### src/rtl/riffa_unpack_pkg.sv
// Shared types and constants for the TX-side FIFO unpacker.
// Holds the FSM state encoding and the dword-count encodings used on the beat stream.
package riffa_unpack_pkg;

  localparam int DWORD_W = 32;

  localparam logic [1:0] EN_ONE = 2'd1;
  localparam logic [1:0] EN_TWO = 2'd2;

  typedef enum logic [1:0] {
    IDLE = 2'd0,
    RUN  = 2'd1,
    FIN  = 2'd2
  } state_e;

endpackage

### src/rtl/fifo_unpacker_beat_reg.sv
// Single-entry valid/ready output stage: loads a new beat, holds it under back-pressure,
// and drains (or is flushed) when the sink takes it without a replacement arriving.
module fifo_unpacker_beat_reg
  import riffa_unpack_pkg::*;
(
  input  logic                 clk_i,
  input  logic                 rst_ni,
  input  logic                 load_i,
  input  logic                 flush_i,
  input  logic                 ready_i,
  input  logic [2*DWORD_W-1:0] data_i,
  input  logic [1:0]           en_i,
  input  logic                 last_i,
  output logic                 valid_o,
  output logic [2*DWORD_W-1:0] data_o,
  output logic [1:0]           en_o,
  output logic                 last_o
);

  logic                 valid_q, valid_d;
  logic [2*DWORD_W-1:0] data_q, data_d;
  logic [1:0]           en_q, en_d;
  logic                 last_q, last_d;

  // Qualifiers are zeroed when the stage empties so an idle bus reads as all-zero.
  always_comb begin
    valid_d = valid_q;
    data_d  = data_q;
    en_d    = en_q;
    last_d  = last_q;
    if (load_i) begin
      valid_d = 1'b1;
      data_d  = data_i;
      en_d    = en_i;
      last_d  = last_i;
    end else if (flush_i || (valid_q && ready_i)) begin
      valid_d = 1'b0;
      data_d  = '0;
      en_d    = '0;
      last_d  = 1'b0;
    end
  end

  always_ff @(posedge clk_i or negedge rst_ni) begin
    if (!rst_ni) begin
      valid_q <= 1'b0;
      data_q  <= '0;
      en_q    <= '0;
      last_q  <= 1'b0;
    end else begin
      valid_q <= valid_d;
      data_q  <= data_d;
      en_q    <= en_d;
      last_q  <= last_d;
    end
  end

  assign valid_o = valid_q;
  assign data_o  = data_q;
  assign en_o    = en_q;
  assign last_o  = last_q;

endmodule

### src/rtl/fifo_unpacker_64.sv
// Unpacks 64-bit FWFT FIFO words into 32- or 64-bit beats for the TX engine.
// Optional ABORT input is built only when FIFO_UNPACKER_ABORT_EN is defined.
module fifo_unpacker_64
  import riffa_unpack_pkg::*;
#(
  parameter int LEN_WIDTH = 32
) (
  input  logic                 clk_i,
  input  logic                 rst_ni,
  input  logic                 start_i,
  input  logic [LEN_WIDTH-1:0] len_i,
  input  logic                 mode32_i,
  input  logic [63:0]          fifoData_i,
  input  logic                 fifoEmpty_i,
  output logic                 fifoRen_o,
  output logic [63:0]          dataOut_o,
  output logic [1:0]           dataOutEn_o,
  output logic                 dataOutValid_o,
  input  logic                 dataOutReady_i,
  output logic                 dataOutLast_o,
  output logic                 busy_o,
`ifdef FIFO_UNPACKER_ABORT_EN
  input  logic                 abort_i,
`endif
  output logic                 done_o
);

  localparam logic [LEN_WIDTH-1:0] LEN_ONE = LEN_WIDTH'(1);
  localparam logic [LEN_WIDTH-1:0] LEN_TWO = LEN_WIDTH'(2);

  state_e               state_q, state_d;
  logic [LEN_WIDTH-1:0] remain_q, remain_d;
  logic                 half_q, half_d;
  logic                 mode32_q, mode32_d;
  logic                 done_q, done_d;

  logic                 abortHit;
  logic                 load;
  logic                 pop;
  logic                 lastAccepted;
  logic [63:0]          beatData;
  logic [1:0]           beatEn;
  logic                 beatLast;

`ifdef FIFO_UNPACKER_ABORT_EN
  assign abortHit = (state_q == RUN) && abort_i;
`else
  assign abortHit = 1'b0;
`endif

  assign lastAccepted = dataOutValid_o && dataOutReady_i && dataOutLast_o;

  always_ff @(posedge clk_i or negedge rst_ni) begin
    if (!rst_ni) begin
      state_q <= IDLE;
    end else begin
      state_q <= state_d;
    end
  end

  always_comb begin
    state_d = state_q;
    case (state_q)
      IDLE: begin
        if (start_i) begin
          state_d = (len_i == '0) ? FIN : RUN;
        end
      end
      RUN: begin
        if (abortHit || lastAccepted) begin
          state_d = FIN;
        end
      end
      FIN:     state_d = IDLE;
      default: state_d = IDLE;
    endcase
  end

  // A word is popped when its last needed dword is loaded: every load in 64-bit mode,
  // the upper-dword load in 32-bit mode, or a lone trailing lower dword.
  always_comb begin
    busy_o    = (state_q != IDLE);
    load      = (state_q == RUN) && (remain_q != '0) && !fifoEmpty_i &&
                (!dataOutValid_o || dataOutReady_i) && !abortHit;
    pop       = load && (!mode32_q || half_q || (remain_q == LEN_ONE));
    fifoRen_o = pop;
  end

  always_comb begin
    remain_d = remain_q;
    half_d   = half_q;
    mode32_d = mode32_q;
    beatData = '0;
    beatEn   = EN_ONE;
    beatLast = 1'b0;
    if ((state_q == IDLE) && start_i) begin
      remain_d = len_i;
      half_d   = 1'b0;
      mode32_d = mode32_i;
    end else if (load) begin
      if (mode32_q) begin
        beatData[DWORD_W-1:0] = half_q ? fifoData_i[63:32] : fifoData_i[31:0];
        beatLast = (remain_q == LEN_ONE);
        remain_d = remain_q - LEN_ONE;
        half_d   = pop ? 1'b0 : !half_q;
      end else if (remain_q >= LEN_TWO) begin
        beatData = fifoData_i;
        beatEn   = EN_TWO;
        beatLast = (remain_q == LEN_TWO);
        remain_d = remain_q - LEN_TWO;
      end else begin
        beatData[DWORD_W-1:0] = fifoData_i[31:0];
        beatLast = 1'b1;
        remain_d = '0;
      end
    end
  end

  // DONE is registered off FIN, so it rises one cycle after FIN and coincides with IDLE.
  assign done_d = (state_q == FIN);

  always_ff @(posedge clk_i or negedge rst_ni) begin
    if (!rst_ni) begin
      remain_q <= '0;
      half_q   <= 1'b0;
      mode32_q <= 1'b0;
      done_q   <= 1'b0;
    end else begin
      remain_q <= remain_d;
      half_q   <= half_d;
      mode32_q <= mode32_d;
      done_q   <= done_d;
    end
  end

  assign done_o = done_q;

  fifo_unpacker_beat_reg uBeatReg (
    .clk_i   (clk_i),
    .rst_ni  (rst_ni),
    .load_i  (load),
    .flush_i (abortHit),
    .ready_i (dataOutReady_i),
    .data_i  (beatData),
    .en_i    (beatEn),
    .last_i  (beatLast),
    .valid_o (dataOutValid_o),
    .data_o  (dataOut_o),
    .en_o    (dataOutEn_o),
    .last_o  (dataOutLast_o)
  );

endmodule

### config.mk
export PLATFORM = sky130hd
export DESIGN_NAME = fifo_unpacker_64
export DESIGN_NICKNAME = d
export VERILOG_FILES = /design/src/rtl/riffa_unpack_pkg.sv /design/src/rtl/fifo_unpacker_beat_reg.sv /design/src/rtl/fifo_unpacker_64.sv
export SDC_FILE = /design/constraint.sdc
export NUM_CORES = 1
export LEC_CHECK = 0
export ABC_AREA = 1
export BUFFER_PORTS_ARGS = -buffer_cell sky130_fd_sc_hd__clkbuf_2
export CAP_MARGIN = 0
export CORE_MARGIN = 2
export CORE_UTILIZATION = 54
export DETAILED_ROUTE_END_ITERATION = 6
export PLACE_DENSITY = 0.87
export REMOVE_ABC_BUFFERS = 1
export SETUP_SLACK_MARGIN = 0.15
export SLEW_MARGIN = 25
export SYNTH_ARGS = -nofsm -noshare
export SYNTH_HDL_FRONTEND = slang
export SYNTH_HIERARCHICAL = 1
export SYNTH_SLANG_ARGS = --single-unit
### constraint.sdc
create_clock -name clk_i -period 3.5 [get_ports clk_i]
set_clock_uncertainty 0.1 [all_clocks]
set_input_delay 0.7 -clock clk_i [delete_from_list [all_inputs] [get_ports clk_i]]
set_output_delay 0.7 -clock clk_i [all_outputs]
set_load 0.03 [all_outputs]
==> results of run 1 <==
## power breakdown
part	internal, mW	switching [mW]
combinational	0.838	2.07
clock	0.529	0.487
sequential	1.50	0.346
## layer usage
layer  wire (µm)  track usage [%]  vias to the layer above
met2        9988            49.52                      364
met4         752            12.42                        0
met5           0                0                        -
met1        9097            41.55                     3485
li1            -                -                     3680
met3        1813            6.056                       51
## final cells by class
class	instances	area share [%]
inverters	62	2.835
clock buffers	12	3.125
multi-input cells	846	46.68
clock inverters	4	0.4116
repair buffers	185	12.32
well taps	172	2.622
flip-flops and latches	105	32.01
## kinds of logic (layout without fill, tap and decap cells)
| group | count (synthesis) | in the layout |
|---|---|---|
| AO/OA/AOI/OAI | 63 | 64 |
| XOR/XNOR | 13 | 13 |
| adder cells (fa/ha/maj) | 4 | 4 |
| buffers and inverters | 112 | 263 |
| flip-flops | 105 | 105 |
| multiplexers | 1 | 1 |
| other | 1 | 1 |
| AND/OR/NAND/NOR | 763 | 763 |
## repair_timing
item	CTS	global route
hold buffers	0	0
setup endpoints to repair	0	1
endpoints found under the hold margin	0	0
## sequential cells by signal, summed over array words and instances, names as in the netlist
signal	flops
uBeatReg/en_o	2
half_q	1
done_o	1
mode32_q	1
remain_q	32
uBeatReg/data_o	64
uBeatReg/valid_o	1
uBeatReg/last_o	1
state_q	2
## critical path, stage by stage (launching register included)
cell and delay (ps):
dfrtp_1 470, inv_1 190, ha_1 260, nand2_2 120, nor2_4 180, nand3_2 160, o21ai_4 400, nor2_1 90
clkbuf_2 210
## placed cells by master (no fill, tap or decap), types with 2 or more instances in the layout
cell         n
a211oi_1     3
a21oi_1     13
a31o_2       2
a31oi_1      2
buf_12       4
buf_4       10
clkbuf_16    9
clkbuf_2   171
clkbuf_8     2
clkinv_1     2
dfrtp_1    105
ha_1         4
inv_1       55
inv_2        5
inv_6        2
nand2_1    362
nand2_2      8
nand3_1    107
nand3_2     12
nand4_1     14
nor2_1     198
nor2_2       9
nor2_4       3
nor3_1      38
nor4_1       8
o21a_1       2
o21ai_0     23
o21ai_1      6
o21bai_1     7
o22ai_1      2
xor2_1      12
## how the worst max path moves through the flow
| stage | start | to | slack (ps) |
|---|---|---|---|
| 6_report | remain_q[0] | fifoRen_o | 250 |
| 5_1_grt | remain_q[0] | fifoRen_o | 160 |
| 4_1_cts | remain_q[0] | fifoRen_o | 220 |
| 3_5_place_dp | remain_q[0] | remain_q[10] | 490 |
| 3_3_place_gp | remain_q[0] | remain_q[4] | 590 |
| 2_1_floorplan | remain_q[0] | uBeatReg/data_o[0] | -340 |
==> flow_metrics.tcl, run 1 <==
set metrics [dict create \
    status "finished clean" \
    grt_overflow_total 0 \
    dp.cells 1369 \
    synth_compound_area_share_pct 5.262 \
    ant_nets 0 \
    fin_setup_tns_ps 0 \
    synthesis.area_um2 6967 \
    slew_headroom_pct 37.91 \
    worstPathMaxFanout 10 \
    path_clk_slew_ps 70 \
    async_flop_share_pct 100.0 \
    synth_edf_count 0 \
    wirelength_mm 21.65 \
    r2r_cells 11 \
    critical_path_class "flop to primary output" \
    avgSynthCellArea_um2 6.560 \
    placementRows 41 \
    yosysWarnings 6 \
    p_leak_nw 4.398 \
    ys_types 40 \
    synth.area.mux_share_pct 0.1437 \
    fmax_mhz 307.4 \
    ys.flop_type "dfrtp_1" \
    ctsResizeCount 0 \
    routed_via_density 5.469 \
    grt_max_degree 105 \
    period_share_pct 92.93 \
    grt_antenna_before_repair 0 \
    grt_pass1_vias 7064 \
    boundaryPins 173 \
    antenna_cells 0 \
    slew_violations 0 \
    synthXorXnorAreaFrac_pct 1.634 \
    multi_input_area_um2 3831 \
    synth.ff_latch_count 105 \
    dieArea_um2 13830 \
    synth_top_cell_area_share_pct 37.72 \
    io_buffers 172 \
    rsz0062_at_grt "false" \
    final_net_count 1315 \
    clock-sinks 105 \
    wire_per_inst_um 15.62 \
    yosys.area_share.simple_pct 46.91 \
    place_ws_ps 492.3 \
    fin_util_pct 65.04 \
    timing.rr.end "remain_q[10]" \
    start_kind "flop" \
    synth.most_common_cell "nand2_1" \
    fin_hold_ws_ps 301.2 \
    start_util_pct 55.21 \
    drt_pass1_iterations 5 \
    max_slew.worst_pin.slew_ps 925.8 \
    cts_htree_levels 3 \
    total_power_mw 5.771 \
    gp_congestion 1.015 \
    yosys.area_share.adder_pct 0.7184 \
    insertion_delay_ps 360 \
    syn_to_final_growth_pct 17.82 \
    globalRouteTotalUtil_pct 30.98 \
    route.detailed.drc 0 \
    worst_slack_ps 247.4 \
    core_um2 12620 \
    place_area_um2 7909 \
    cts_tree "built" \
    crit_path_end_kind "primary output" \
    syn_inst 1062 \
    max-clock-path-buffers 2 \
    fillers 1190 \
    synthTopCellsByArea "dfrtp_1 38%, nand2_1 20%, nor2_1 11%" \
    hp-class "input pin to asynchronous set/reset pin" \
    required_ps 2700 \
    grt_pass1_wl_mm 34.83 \
    finalHoldViolCount 0 \
    die_h_um 117.6 \
    regArea_um2 2628 \
    setup_viol 0 \
    fp.dieW_um 117.6 \
    r2r_slack_ps 540 \
    instances_no_fill 1386 \
    synth_top_family_by_area "simple AND/OR/NAND/NOR gates" \
    num_vias 7580 \
    drtIter0Drc 755 \
    design_area_um2 8208 \
    ys_seq_area_share_pct 37.72 \
    r2r_start "remain_q[0]" \
    hpwl_mm 15.58 \
    ctsRootBufferMaster "clkbuf_16" \
    cp_data_arrival_time_ps 2450 \
    cts_buffers 9 \
    synthTopCellsByCount "363 x nand2_1, 198 x nor2_1, 107 x nand3_1" \
    maxCapViolCount 0 \
    post_cts_buffers 0 \
    power.density_nw_per_um2 703.1 \
    period_needed_ps 3253 \
    yosysTopAreaCell "dfrtp_1" \
    irDropWorstVdd_uv 330.0 \
    drive_above_1_share_pct 20.02 \
]
Note: power is estimated with default switching activity, not from simulation.
==> run 2: changes to the inputs <==
--- a/config.mk
+++ b/config.mk
@@ -5,7 +5,6 @@
 export SDC_FILE = /design/constraint.sdc
 export NUM_CORES = 1
 export LEC_CHECK = 0
-export ABC_AREA = 1
 export BUFFER_PORTS_ARGS = -buffer_cell sky130_fd_sc_hd__clkbuf_2
 export CAP_MARGIN = 0
 export CORE_MARGIN = 2
==> run 2 against run 1 <==
  * Critical path type unchanged
  * Critical endpoint unchanged
  * Flip-flop and latch count stayed put
  * Worst hold slack worse by 3.7 ps
  * Largest power group is now registers
  * Cell count is 20% lower
  * Area after synthesis is 5.3% lower
  * Wire length is 8.9% lower
  * Cell area is 3.5% lower
==> flow_metrics.tcl, run 2 <==
set metrics [dict create \
    async_flop_share_pct 100.0 \
    max-clock-path-buffers 2 \
    grt_max_degree 99 \
    total_power_mw 4.409 \
    yosysTopAreaCell "dfrtp_1" \
    cts_htree_levels 3 \
    finalHoldViolCount 0 \
    fp.dieW_um 114.5 \
    layout_commonest_cell "clkbuf_2" \
    r2r_slack_ps 490 \
    cp-startpoint "remain_q[28]" \
    slew_headroom_pct 45.48 \
    boundaryPins 173 \
    timing.rr.end "remain_q[12]" \
    cp_data_arrival_time_ps 2430 \
    ys_types 66 \
    syn_inst 813 \
    drive_above_1_share_pct 27.90 \
    maxCapViolCount 0 \
    yosysWarnings 6 \
    worstPathMaxFanout 9 \
    placementRows 40 \
    core_um2 11960 \
    synth_compound_area_share_pct 21.05 \
    fmax_mhz 309.4 \
    power_switching_mw 1.840 \
    num_vias 6815 \
    p_leak_nw 3.608 \
    rsz0062_at_grt "false" \
    cts_buffers 9 \
    power_frac_comb_pct 37.0 \
    grt_pass1_vias 6359 \
    p_int_mw 2.569 \
    antenna_cells 0 \
    synthesis.area_um2 6599 \
    fin_util_pct 66.19 \
    fin_hold_ws_ps 297.5 \
    critical_path_class "flop to primary output" \
    post_cts_buffers 0 \
    fin_setup_tns_ps 0 \
    crit_path_end_kind "primary output" \
    wire_per_inst_um 17.74 \
    start_kind "flop" \
    wirelength_mm 19.71 \
    yosys.area_share.adder_pct 0.7584 \
    gp_congestion 0.9862 \
    required_ps 2700 \
    synth.ff_latch_count 105 \
    largest_reg_flops 64 \
    synth.area.mux_share_pct 0 \
    power_frac_seq_pct 40.3 \
    period_needed_ps 3232 \
    route.detailed.drc 0 \
    drtIter0Drc 935 \
    cts_tree "built" \
    status "finished clean" \
    drt_pass1_iterations 5 \
    insertion_delay_ps 350 \
    synthTopCellsByCount "165 x nand2_1, 105 x dfrtp_1, 68 x nand2b_1" \
    slew_violations 0 \
    synthXorXnorAreaFrac_pct 0.9291 \
    irDropWorstVdd_uv 362.7 \
    clock-sinks 105 \
    max_slew.worst_pin.slew_ps 815.9 \
    synth.most_common_cell "nand2_1" \
    hp-class "input pin to asynchronous set/reset pin" \
    hpwl_mm 14.02 \
    grt_pass1_wl_mm 31.99 \
    setup_viol 0 \
    r2r_cells 7 \
    dieArea_um2 13120 \
    synth_top_family_by_area "simple AND/OR/NAND/NOR gates" \
    syn_to_final_growth_pct 19.98 \
    crit_end "fifoRen_o" \
    power.density_nw_per_um2 556.9 \
    start_util_pct 55.17 \
    synth_top_cell_area_share_pct 39.82 \
    cts_hold_buf 0 \
    grt_antenna_before_repair 0 \
    globalRouteTotalUtil_pct 30.80 \
    avgSynthCellArea_um2 8.117 \
    synthTopCellsByArea "dfrtp_1 40%, nand2_1 9.4%, nand2b_1 6.4%" \
    power_frac_clock_pct 22.6 \
    r2r_start "remain_q[13]" \
    synth_edf_count 0 \
    die_h_um 114.5 \
    grt_overflow_total 0 \
    path_clk_slew_ps 70 \
    io_buffers 172 \
    routed_via_density 6.134 \
    ant_nets 0 \
    ctsRootBufferMaster "clkbuf_16" \
    final_cell_mix "170 x clkbuf_2, 165 x nand2_1, 102 x dfrtp_1" \
    p_sw_share_pct 41.73 \
    yosys.area_share.simple_pct 32.10 \
    ys.flop_type "dfrtp_1" \
    final_net_count 1065 \
    period_share_pct 92.35 \
    ys_seq_area_share_pct 39.82 \
]
## run 2: changes by cell type after synthesis, sizes merged, moves of 23 or more
cell / previous run / this run
inv: 60 / 8
nand2b: 0 / 68
nand2: 371 / 165
and3: 0 / 34
clkbuf: 15 / 40
nand3: 119 / 30
a21oi: 13 / 48
nor3: 38 / 15
o21ai: 30 / 92
nor2: 211 / 29
## run 2: cell families (layout without fill, tap and decap cells)
kind of cell | after synthesis | after routing
xor+xnor | 7 | 7
fa+ha+maj | 4 | 4
compound gates | 211 | 211
simple gates | 412 | 412
flops | 105 | 105
buf+inv | 73 | 223
other cells | 1 | 2
## run 2: worst max-delay path, stage by stage, from the launching register on
cell and delay (ps):
dfrtp_1 460, or4_1 590, nor3_2 250, nor4b_4 250, a31oi_1 160, a21oi_2 170, clkbuf_4 200
## run 2: area by class of cell
class | instances | area (µm²)
inverters | 9 | 35.03
clock inverters | 5 | 40.04
well taps | 147 | 183.9
flip-flops and latches | 105 | 2631
fillers | 998 | 4044
clock buffers | 11 | 252.7
repair buffers | 198 | 1099
multi-input cells | 636 | 3676
## run 2: power groups by stage
| stage | registers (mW) | clock network (mW) | logic (mW) |
|---|---|---|---|
| floorplan | 1.84 | 0 | 0.914 |
| global placement | 1.77 | 0 | 1.59 |
| detailed placement | 1.78 | 0 | 1.60 |
| CTS | 1.76 | 1.01 | 1.61 |
| global route | 1.82 | 1.06 | 1.79 |
| finish | 1.78 | 0.999 | 1.63 |
## run 2: per-stage QoR
stage | std cells | instance area (µm²) | setup slack, ps
2_1_floorplan | 750 | 6287 | -746.5
3_3_place_gp | 1095 | 7591 | 520.5
3_5_place_dp | 1095 | 7591 | 439.6
4_1_cts | 1111 | 7891 | 164.1
5_1_grt | 1111 | 7918 | 178.7
6_report | 1111 | 7918 | 267.9
## run 2: worst min-delay path by stage
| stage | startpoint | endpoint | slack, ps | depth (start not counted) |
|---|---|---|---|---|
| 2_1_floorplan | rst_ni | done_o | 300 | 0 |
| 3_3_place_gp | remain_q[12] | remain_q[12] | 420 | 2 |
| 3_5_place_dp | remain_q[12] | remain_q[12] | 420 | 2 |
| 4_1_cts | rst_ni | remain_q[28] | 310 | 1 |
| 5_1_grt | rst_ni | remain_q[28] | 350 | 1 |
| 6_report | rst_ni | remain_q[28] | 300 | 1 |
## run 2: routing by layer
| layer | share of wire [%] | global-route usage (%) | vias up | wire length, µm |
|---|---|---|---|---|
| met4 | 2.8 | 12.52 | 0 | 560 |
| met5 | 0 | 0 | - | 0 |
| li1 | - | - | 3194 | - |
| met2 | 47 | 50.85 | 373 | 9207 |
| met3 | 8.5 | 4.394 | 52 | 1682 |
| met1 | 42 | 40.80 | 3196 | 8264 |
## run 2: timing repair
item,4_1_cts,5_1_grt
pin swaps,0,1
setup endpoints to repair,1,1
gates resized for setup,2,8
==> run 3: changes to the inputs <==
==> constraint.sdc (replaced) <==
create_clock -name clk_i -period 3.2 [get_ports clk_i]
set_clock_uncertainty 0.1 [all_clocks]
set_input_delay 0.64 -clock clk_i [delete_from_list [all_inputs] [get_ports clk_i]]
set_output_delay 0.64 -clock clk_i [all_outputs]
set_load 0.03 [all_outputs]
==> run 3 against run 2 <==
  * Global-route usage rose by 0.47 points
  * Combinational power is 23% higher
  * Critical path depth did not move
  * Wire length rose by 5.4%
  * Die area unchanged
  * Flip-flop and latch count is the same
  * Non-clock buffer count up 21
  * Sequential share of layout area fell by 0.74 points
  * Critical path type unchanged
  * Largest power group is now combinational logic
  * Largest cell class unchanged
  * Cell count is 1.9% higher
  * Cell area is 2.4% higher
==> flow_metrics.tcl, run 3 (synthesized netlist as in run 2, its figures left out) <==
set metrics [dict create \
    dieArea_um2 13120 \
    grt_pass1_wl_mm 32.57 \
    crit_slowest_cell "or4_4" \
    hp-class "input pin to asynchronous set/reset pin" \
    required_ps 2460 \
    ctsRootBufferMaster "clkbuf_16" \
    layout_commonest_cell "clkbuf_2" \
    max_slew.worst_pin.slew_ps 706.1 \
    globalRouteTotalUtil_pct 31.27 \
    routed_via_density 6.273 \
    fin_hold_ws_ps 191.7 \
    period_share_pct 94.05 \
    path_cells "or4_4 > nor3_4 > nor4b_4 > a31oi_1 > a21oi_1 > buf_4" \
    placementRows 40 \
    boundaryPins 173 \
    status "finished clean" \
    cts_tree "built" \
    design_area_um2 8107 \
    drt_pass1_iterations 6 \
    worstPathMaxFanout 4 \
    place_ws_ps 287.3 \
    maxCapViolCount 0 \
    drive_above_1_share_pct 29.85 \
    crit_path_max_incr_delay_ps 590 \
    grt_antenna_before_repair 0 \
    cts_buffers 9 \
    ant_nets 0 \
    hpwl_mm 13.75 \
    start_kind "flop" \
    largest_reg_flops 64 \
    fp.dieW_um 114.5 \
    worst_slack_ps 190.5 \
    cts_hold_buf 0 \
    io_buffers 172 \
    gp_congestion 1.003 \
    period_needed_ps 3009 \
    final_net_count 1086 \
    wirelength_mm 20.78 \
    irDropWorstVdd_uv 466.5 \
    grt_max_degree 109 \
    path_delay_family "simple AND/OR/NAND/NOR gates" \
    fmax_mhz 332.3 \
    cp_data_arrival_time_ps 2270 \
    wire_per_inst_um 18.35 \
    rsz0062_at_grt "true" \
    place_area_um2 7644 \
    cts_htree_levels 3 \
    setup_viol 0 \
    grt_overflow_total 0 \
    fin_util_pct 67.77 \
    slew_violations 0 \
    core_um2 11960 \
    path_buf_inv 1 \
    finalHoldViolCount 0 \
    die_h_um 114.5 \
    start_util_pct 55.17 \
    syn_to_final_growth_pct 22.85 \
    critical_path_class "flop to primary output" \
    crit_path_end_kind "primary output" \
    clock-sinks 105 \
    insertion_delay_ps 360 \
    p_leak_nw 3.725 \
    path_clk_slew_ps 70 \
    max-clock-path-buffers 2 \
    grt_pass1_vias 6512 \
    power.density_nw_per_um2 626.9 \
    drtIter0Drc 1061 \
    num_vias 7101 \
    total_power_mw 5.082 \
    antenna_cells 0 \
    final_cell_mix "170 x clkbuf_2, 164 x nand2_1, 100 x dfrtp_1" \
    slew_headroom_pct 52.93 \
    route.detailed.drc 0 \
]
run 3: where the power goes:
group          internal, mW  leakage (nW)  switching [mW]  total (mW)
logic                 0.760          2.22            1.24        2.00
registers              1.58          1.36           0.340        1.92
clock network         0.633         0.147           0.525        1.16
total                  2.98          3.73            2.11        5.08
run 3: timing repair:
item / CTS / global route
gates resized for setup: 10 / 6
endpoints found under the setup margin: 1 / 11
setup buffers: 4 / 10
pin swaps: 2 / 4
run 3: final timing paths:
path / from / endpoint / slack (ps) / cells past startpoint
setup / recovery: remain_q[20] / fifoRen_o / 190 / 6
hold / removal: rst_ni / half_q / 190 / 2
setup reg to reg: remain_q[20] / remain_q[23] / 320 / 7
hold reg to reg: uBeatReg/data_o[55] / uBeatReg/data_o[55] / 440 / 2
max in group asynchronous: rst_ni / remain_q[28] / 2250 / 2
min in group clk_i: mode32_i / mode32_q / 390 / 3
run 3: per-stage QoR:
step                setup TNS [ps]  cells
finish                           0   1132
global route                     0   1132
CTS                              0   1122
detailed placement               0   1102
global placement                 0   1102
floorplan                   -48350    750
run 3: area by class of cell:
cell class / count / area, µm²
Clock buffer: 11 / 242.7
Multi-Input combinational cell: 636 / 3695
Sequential cell: 105 / 2634
Tap cell: 147 / 183.9
Inverter: 9 / 35.03
Clock inverter: 5 / 60.06
Fill cell: 928 / 3855
Timing Repair Buffer: 219 / 1256
run 3: routing by layer:
| layer | wire length, µm | vias to the layer above | GRT usage, % |
|---|---|---|---|
| met5 | 0 | - | 0 |
| met4 | 826 | 0 | 13.01 |
| met3 | 2174 | 88 | 6.564 |
| met2 | 9469 | 465 | 49.27 |
| met1 | 8305 | 3321 | 42.00 |
| li1 | - | 3227 | - |
